File: src/rtl/uart_imem_loader.sv
// uart_imem_loader: byte-command loader between the UART FIFOs and the CPU.
// It decodes the L/R/H commands, assembles little-endian words into
// instruction memory, answers each command with one ACK/NAK byte and
// drives the CPU run flag.
// Optional feature: define LOADER_CHECKSUM_EN to require a trailing XOR
// checksum byte after the load data.
module uart_imem_loader #(
  parameter int NB_INSTRUCTION  = 32,
  parameter int IMEM_ADDR_WIDTH = 10,
  parameter int NB_UART_DATA    = 8
) (
  input  logic                       clk,
  input  logic                       i_rst,
  input  logic [NB_UART_DATA-1:0]    i_rx_data,
  input  logic                       i_rx_empty,
  output logic                       o_rd,
  input  logic                       i_tx_full,
  output logic                       o_wr,
  output logic [NB_UART_DATA-1:0]    o_wdata,
  output logic                       o_tx_start,
  output logic                       o_imem_we,
  output logic [IMEM_ADDR_WIDTH-1:0] o_imem_addr,
  output logic [NB_INSTRUCTION-1:0]  o_imem_wdata,
  output logic                       o_cpu_run,
  output logic                       o_busy
);
  localparam int BPW    = NB_INSTRUCTION / NB_UART_DATA;
  localparam int BIW    = (BPW > 1) ? $clog2(BPW) : 1;
  localparam int NB_CNT = 2 * NB_UART_DATA;

  localparam logic [NB_UART_DATA-1:0] CMD_LOAD = NB_UART_DATA'(8'h4C);
  localparam logic [NB_UART_DATA-1:0] CMD_RUN  = NB_UART_DATA'(8'h52);
  localparam logic [NB_UART_DATA-1:0] CMD_HALT = NB_UART_DATA'(8'h48);
  localparam logic [NB_UART_DATA-1:0] ACK      = NB_UART_DATA'(8'h06);
  localparam logic [NB_UART_DATA-1:0] NAK      = NB_UART_DATA'(8'h15);

  typedef enum logic [3:0] {
    IDLE, CMD_DEC, CNT_LO, CNT_HI, DATA, WRITE, CSUM, RESP, TXSTART
  } state_t;

  typedef enum logic [1:0] {ACT_NONE, ACT_RUN, ACT_HALT} act_t;

  state_t                      state, state_nx;
  act_t                        act, act_nx;
  logic [NB_UART_DATA-1:0]     cmd;
  logic [NB_UART_DATA-1:0]     resp, resp_nx;
  logic [NB_CNT-1:0]           cnt;
  logic [NB_INSTRUCTION-1:0]   asm_word;
  logic [BIW-1:0]              byte_idx;
  logic [IMEM_ADDR_WIDTH:0]    word_idx;
  logic                        run;
  logic                        rd, wr;
  logic [NB_CNT-1:0]           n_c;
  logic                        too_big, last_word;
`ifdef LOADER_CHECKSUM_EN
  logic [NB_UART_DATA-1:0]     csum;
`endif

  // Count as it stands once the high byte at the RX head is taken.
  assign n_c       = {i_rx_data, cnt[NB_UART_DATA-1:0]};
  assign too_big   = 32'(n_c) > (32'd1 << IMEM_ADDR_WIDTH);
  assign last_word = (32'(word_idx) + 32'd1) >= 32'(cnt);

  // State register.
  always_ff @(posedge clk or negedge i_rst) begin
    if (!i_rst) begin
      state <= IDLE;
      resp  <= '0;
      act   <= ACT_NONE;
    end else begin
      state <= state_nx;
      resp  <= resp_nx;
      act   <= act_nx;
    end
  end

  // Next-state decode, RX pop and TX push strobes.
  always_comb begin
    state_nx = state;
    resp_nx  = resp;
    act_nx   = act;
    rd       = 1'b0;
    wr       = 1'b0;
    case (state)
      IDLE: if (!i_rx_empty) begin
        rd       = 1'b1;
        state_nx = CMD_DEC;
      end
      CMD_DEC: begin
        act_nx = ACT_NONE;
        if (cmd == CMD_LOAD && !run) begin
          state_nx = CNT_LO;
        end else begin
          state_nx = RESP;
          resp_nx  = NAK;
          if (cmd == CMD_RUN) begin
            resp_nx = ACK;
            act_nx  = ACT_RUN;
          end else if (cmd == CMD_HALT) begin
            resp_nx = ACK;
            act_nx  = ACT_HALT;
          end
        end
      end
      CNT_LO: if (!i_rx_empty) begin
        rd       = 1'b1;
        state_nx = CNT_HI;
      end
      CNT_HI: if (!i_rx_empty) begin
        rd = 1'b1;
        if (n_c == '0) begin
`ifdef LOADER_CHECKSUM_EN
          state_nx = CSUM;
`else
          state_nx = RESP;
          resp_nx  = ACK;
`endif
        end else if (too_big) begin
          state_nx = RESP;
          resp_nx  = NAK;
        end else begin
          state_nx = DATA;
        end
      end
      DATA: if (!i_rx_empty) begin
        rd = 1'b1;
        if (byte_idx == BIW'(BPW - 1)) state_nx = WRITE;
      end
      WRITE: begin
        if (!last_word) begin
          state_nx = DATA;
        end else begin
`ifdef LOADER_CHECKSUM_EN
          state_nx = CSUM;
`else
          state_nx = RESP;
          resp_nx  = ACK;
`endif
        end
      end
`ifdef LOADER_CHECKSUM_EN
      CSUM: if (!i_rx_empty) begin
        rd       = 1'b1;
        state_nx = RESP;
        resp_nx  = (i_rx_data == csum) ? ACK : NAK;
      end
`endif
      RESP: if (!i_tx_full) begin
        wr       = 1'b1;
        state_nx = TXSTART;
      end
      TXSTART: state_nx = IDLE;
      default: state_nx = IDLE;
    endcase
  end

  // Datapath: command latch, count, word assembly, indices and run flag.
  always_ff @(posedge clk or negedge i_rst) begin
    if (!i_rst) begin
      cmd      <= '0;
      cnt      <= '0;
      asm_word <= '0;
      byte_idx <= '0;
      word_idx <= '0;
      run      <= 1'b0;
`ifdef LOADER_CHECKSUM_EN
      csum     <= '0;
`endif
    end else begin
      if (rd) begin
        case (state)
          IDLE:   cmd <= i_rx_data;
          CNT_LO: cnt[NB_UART_DATA-1:0] <= i_rx_data;
          CNT_HI: begin
            cnt      <= n_c;
            byte_idx <= '0;
            word_idx <= '0;
`ifdef LOADER_CHECKSUM_EN
            csum     <= '0;
`endif
          end
          DATA: begin
            asm_word[int'(byte_idx)*NB_UART_DATA +: NB_UART_DATA] <= i_rx_data;
            byte_idx <= (byte_idx == BIW'(BPW - 1)) ? '0 : byte_idx + 1'b1;
`ifdef LOADER_CHECKSUM_EN
            csum     <= csum ^ i_rx_data;
`endif
          end
          default: ;
        endcase
      end
      // Address is consumed during WRITE, so advance it at the end of that cycle.
      if (state == WRITE) word_idx <= word_idx + 1'b1;
      // Run flag changes on the same edge that the ACK leaves.
      if (wr && act == ACT_RUN)  run <= 1'b1;
      if (wr && act == ACT_HALT) run <= 1'b0;
    end
  end

  // RX pop is forced low while reset is held so every output reads zero.
  assign o_rd         = rd & i_rst;
  assign o_wr         = wr;
  assign o_wdata      = resp;
  assign o_tx_start   = (state == TXSTART);
  assign o_imem_we    = (state == WRITE);
  assign o_imem_addr  = word_idx[IMEM_ADDR_WIDTH-1:0];
  assign o_imem_wdata = asm_word;
  assign o_cpu_run    = run;
  assign o_busy       = (state != IDLE);

endmodule

File: config.mk
export PLATFORM = sky130hd
export DESIGN_NAME = uart_imem_loader
export DESIGN_NICKNAME = d
export VERILOG_FILES = /design/src/rtl/uart_imem_loader.sv
export SDC_FILE = /design/constraint.sdc
export NUM_CORES = 1
export LEC_CHECK = 0
export BUFFER_PORTS_ARGS = -buffer_cell sky130_fd_sc_hd__buf_4
export CAP_MARGIN = 20
export CORE_MARGIN = 2
export CORE_UTILIZATION = 50
export DETAILED_ROUTE_END_ITERATION = 12
export GPL_TIMING_DRIVEN = 0
export PLACE_DENSITY = 0.78
export RECOVER_POWER = 50
export SYNTH_ARGS = -nofsm -noshare
export SYNTH_HDL_FRONTEND = slang
export SYNTH_SLANG_ARGS = --single-unit
File: constraint.sdc
create_clock -name clk -period 8.2 [get_ports clk]
set_input_delay 0.82 -clock clk [delete_from_list [all_inputs] [get_ports clk]]
set_output_delay 0.82 -clock clk [all_outputs]
set_load 0.05 [all_outputs]
* Yosys cells after proc, flatten, opt, wreduce, memory -nomap -nowiden
Index checks and enable logic that the tools add are counted.
** Operators by class
- $add $sub $neg :: 4
- Order comparisons :: 2
- Equality and inequality tests :: 22
- Shift-type cells :: 2
- Muxes and demuxes :: 34
- Bitwise logic cells :: 1
- Reductions and logical operators :: 21
** Operator list (number)
- 2-to-1 mux 8 bit :: 5
- 2-to-1 mux 11 bit :: 3
- negator 5 -> 33 bit :: 1
- variable shift 8 x 33 -> 32 bit, first input constant :: 1
- variable part select 8 x 33 -> 32 bit :: 1
- bitwise mux 32 bit :: 1
- one-hot mux 4 bit (7 select lines) :: 1
- equality test 8 x 7 -> 1 bit, second input constant :: 3
- 2-to-1 mux 4 bit :: 6
- one-hot mux 8 bit (3 select lines) :: 1
- >= comparator 12 x 16 -> 1 bit :: 1
- greater-than comparator 16 x 11 -> 1 bit, second input constant :: 1
- logical NOT 16 bit :: 1
- 2-to-1 mux 2 bit :: 7
- != test 2 bit, second input constant :: 7
- adder 11 x 1 -> 12 bit, second input constant :: 1
- equality test 4 x 3 -> 1 bit, second input constant :: 3
- AND reduction 2 bit :: 6
- adder 11 x 1 -> 11 bit, second input constant :: 1
- 2-to-1 mux 5 bit :: 2
- equality test 4 x 2 -> 1 bit, second input constant :: 2
- nonzero test 2 bit :: 4
- 2-to-1 mux 1 bit :: 6
- AND reduction 6 bit :: 1
- 17 further kinds :: 20
** Word-level totals
- Register bits after elaboration :: 84
- Bits of input ports :: 12
- Output and inout port bits :: 56
- Word-level logic and storage cells :: 96

* Longest topological paths before layout
- Depth after elaboration :: 5
- Gate-level depth with buffers :: 11
- Depth with buffers taken out :: 11

* Worst setup path before layout
OpenSTA, ideal clock, no wires.
- Kind :: register to output
- Start point :: register state[1]
- End point :: output o_tx_start
- Data arrival time :: 2262 ps
- Data required time :: 7380 ps
- Path slack :: 5118 ps
- Stages on the path, launching flop included :: 3
- Buffers on the path :: 1
- Cell sequence :: dfrtp_1 -> buf_1 -> nor4b_1
** On the way
- Cells in the longest elaborated chain, start to end :: 1
** RTL lines
- start, declared :: RTL line 43 : state_t state, state_nx;
- start signal, assigned :: RTL line 71 : state <= state_nx;
- equality test 4 bit :: RTL line 204 : assign o_tx_start = (state == TXSTART);
- end, declared :: RTL line 20 : output logic o_tx_start,
No other way between the ends.

* Worst setup path in the final report
- Start point :: register word_idx[0]
- End point :: register resp[1] (netlist: o_wdata[1])
** On the way
- Cells in the longest elaborated chain, start to end :: 4
** RTL lines
- start, declared :: RTL line 50 : logic [IMEM_ADDR_WIDTH:0] word_idx;
- start signal, assigned :: RTL line 193 : if (state == WRITE) word_idx <= word_idx + 1'b1;
- adder 11 x 1 -> 12 bit :: RTL line 62 : assign last_word = (32'(word_idx) + 32'd1) >= 32'(cnt);
- >= comparator 12 x 16 -> 1 bit :: RTL line 62
- != test 2 x 1 -> 1 bit (no line)
- AND reduction 5 bit (no line)
- end signal, assigned :: RTL line 72 : resp <= resp_nx;
- end, declared :: RTL line 46 : logic [NB_UART_DATA-1:0] resp, resp_nx;
No other way between the ends.
A chain may end at the register's enable or synchronous reset.

==> summary.md <==
| Metric | Value |
|---|---|
| Setup crit end kind | `flop` |
| Synth top area cells | `dfrtp_1, nand2_1, o21ai_1, ha_1, mux2_1` |
| Global-route wire length before repair | `15200 µm` |
| Final Util | `59.9%` |
| Placed instance area | `4700 µm²` |
| Worst R2R Start | `word_idx[0]` |
| CTS root buf | `clkbuf_8` |
| Post-CTS Setup Inserts | `0` |
| Routed via count | `3389` |
| Worst path required time | `8450 ps` |
| Clock-pin slew on the worst setup and hold paths | `90 ps` |
| Post_cts resized | `0` |
| Most numerous cell in the Yosys netlist | `nand2_1` |
| Drt via density | `5.42` |
| Die Ht | `94.8 µm` |
| Clock latency on the worst-skew pair | `360 ps` |
| Setup TNS | `0 ps` |
| Worst-margin pin slew | `1040 ps` |
| CTS tree | `done` |
| DRC errors left | `0` |
| R2R depth | `11` |
| DP HPWL | `6560 µm` |
| Core area | `8090 µm²` |
| Antenna violations before repair | `0` |
| Crit-path leading delay family | `simple AND/OR/NAND/NOR gates` |
| IO Pins | `68` |
| Buf/Inv on CP | `0` |
| Register area share after synthesis | `48.0%` |
| Setup crit start kind | `flop` |
| Fin cells | `625` |
| N_diodes | `0` |
| Overflow after GRT | `0` |
| DR pass1 iterations | `4` |
| Final critical-path share of the clock period | `40.2%` |
| Average size of a mapped cell | `9.34 µm²` |
| CP Max Fanout | `7` |
| CTS buffer count | `9` |
| Ys flop type | `dfrtp_1` |
| Post-synth top area cell | `dfrtp_1` |
| Worst vdd ir | `0.158 mV` |
| Critical path class | `flop to flop` |
| Fmax | `303 MHz` |
| CP arrival | `3540 ps` |
| Vias in the first global route | `3120` |
| Outcome | `complete, no violations` |
| DP Cell Count | `608` |
| R2R Setup Slk | `4900 ps` |
| Max Slew Vio Count | `0` |
| Largest net degree at the start of global routing | `81` |
| GP Congestion | `0.816` |
| Pre-CTS setup slack | `4930 ps` |
| DIE WIDTH | `94.8 µm` |
| Final Skew | `8.40 ps` |
| Synth top area share | `48.0%` |
| Leak | `2.17 nW` |
| Cells along the critical path | `ha_1 > nand3_1 > nor2_1 > nand3_1 > xnor2_1 > ha_1 > and4_1 > and2_1 > a221o_1 > o211a_2 > mux2_4` |
| Hold crit path type | `input port to asynchronous set/reset pin` |
| Synth warn | `0` |
| Yosys reg bits | `79` |
| Fin. Hold Viols | `0` |
| Initial Util | `50.9%` |
| Hold_buf cts | `0` |
| R2R Path End | `o_wdata[1]` |
| # setup viols final | `0` |
| Max capacitance violation total | `0` |
| Worst setup margin | `4900 ps` |
| Post-synth EDFFs | `0` |
| Count of different cell masters after synthesis | `48` |
| Max-slew headroom | `30.6%` |
| Layout area overhead | `17.7%` |
| RSZ-0062 raised after global routing | `no` |
| DR iter-0 viols | `181` |
| Nets | `546` |
| CP peak stage delay | `470 ps` |
| GRT Overall Usage | `22.1%` |
| Clk buf depth | `2` |
| Final min period | `3300 ps` |
| CTS Sinks | `79` |
| Num rows | `33` |
| Synthesized instance count | `441` |
| Max H-tree Level | `3` |
| PortBufs | `59` |
| Die area | `8980 µm²` |
| Post-route ant nets | `0` |
| Critical-path top delay cell | `dfrtp_1` |
| Most frequent cells after synthesis | `nand2_1, dfrtp_1, o21ai_1` |
| FFs w/ async S/R, synth | `100%` |
| Final Cell Area | `4850 µm²` |
| Routed len/inst | `15.0 µm` |
| Power per standard cell area | `339 nW/µm²` |
| CP Launch Point | `word_idx[0]` |
| Total wire length | `9390 µm` |
| Ratio of cells with drive above 1 in the final layout | `14.6%` |
| Syn Std Cell Area | `4120 µm²` |
[kinds of logic after synthesis]
logic type,after synthesis,synth area share (%)
and+or+nand+nor,168,19.2
AOI/OAI and AO/OA,90,12.7
DFF,79,48.0
buffers and inverters,52,6.11
muxes,21,5.77
adders and majority gates,19,5.77
xor gates and xnor gates,11,2.34
other,1,0.0911
[cell usage in the layout (no fill, tap or decap), types with 6 or more instances in the layout]
cell and instances:
ha_1 19, nor4_1 7, clkbuf_8 9, nand2_1 99, buf_4 51, nor2_1 15
nor3_1 7, inv_1 17, dfrtp_1 79, mux2_1 15, clkbuf_1 39, nand3_1 7
o21ai_1 54, xnor2_1 6, a21oi_1 8
[cell type report]
class                           count  area, µm²
Inverter                           19       71.3
Clock inverter                      7       80.1
Sequential cell                    79       1980
Timing Repair Buffer               60        384
Tap cell                          105        131
Fill cell                         725       3240
Buffer                             33        180
Multi-Input combinational cell    313       1900
Clock buffer                        9        124
[worst max path at each step]
stage / slack [ps] / cells after the start / endpoint
after floorplan: 5120 / 2 / o_tx_start
after global placement: 4970 / 11 / state[0]
after detailed placement: 4930 / 11 / state[0]
after CTS: 4910 / 11 / o_wdata[1]
after global routing: 4620 / 11 / state[0]
final: 4900 / 11 / o_wdata[1]
[sequential cells by signal, indices dropped and copies added (netlist names)]
signal / flops
word_idx: 11
byte_idx: 2
o_cpu_run: 1
state: 4
act: 2
cmd: 8
o_imem_wdata: 32
cnt: 16
o_wdata: 3
[per-stage QoR]
step | total power (W) | hold slack [ps]
3_3_place_gp | 0.00134 | 452
5_1_grt | 0.00176 | 346
6_report | 0.00165 | 348
4_1_cts | 0.00167 | 463
3_5_place_dp | 0.00137 | 451
2_1_floorplan | 0.00115 | 425
[metal layers]
layer  GRT usage [%]  part of all wire, %
met1            30.2                   45
met5               0                    0
met2            35.2                   48
met4            7.97                 0.78
met3            4.23                  5.8
[power breakdown]
group	internal, W	leakage [nW]	switching (W)
clock	0.000144	0.0968	0.000155
combinational	0.000259	1.04	0.000498
sequential	0.000506	1.03	0.0000842
total	0.000909	2.17	0.000737
Power figures use the tool's default switching activity.
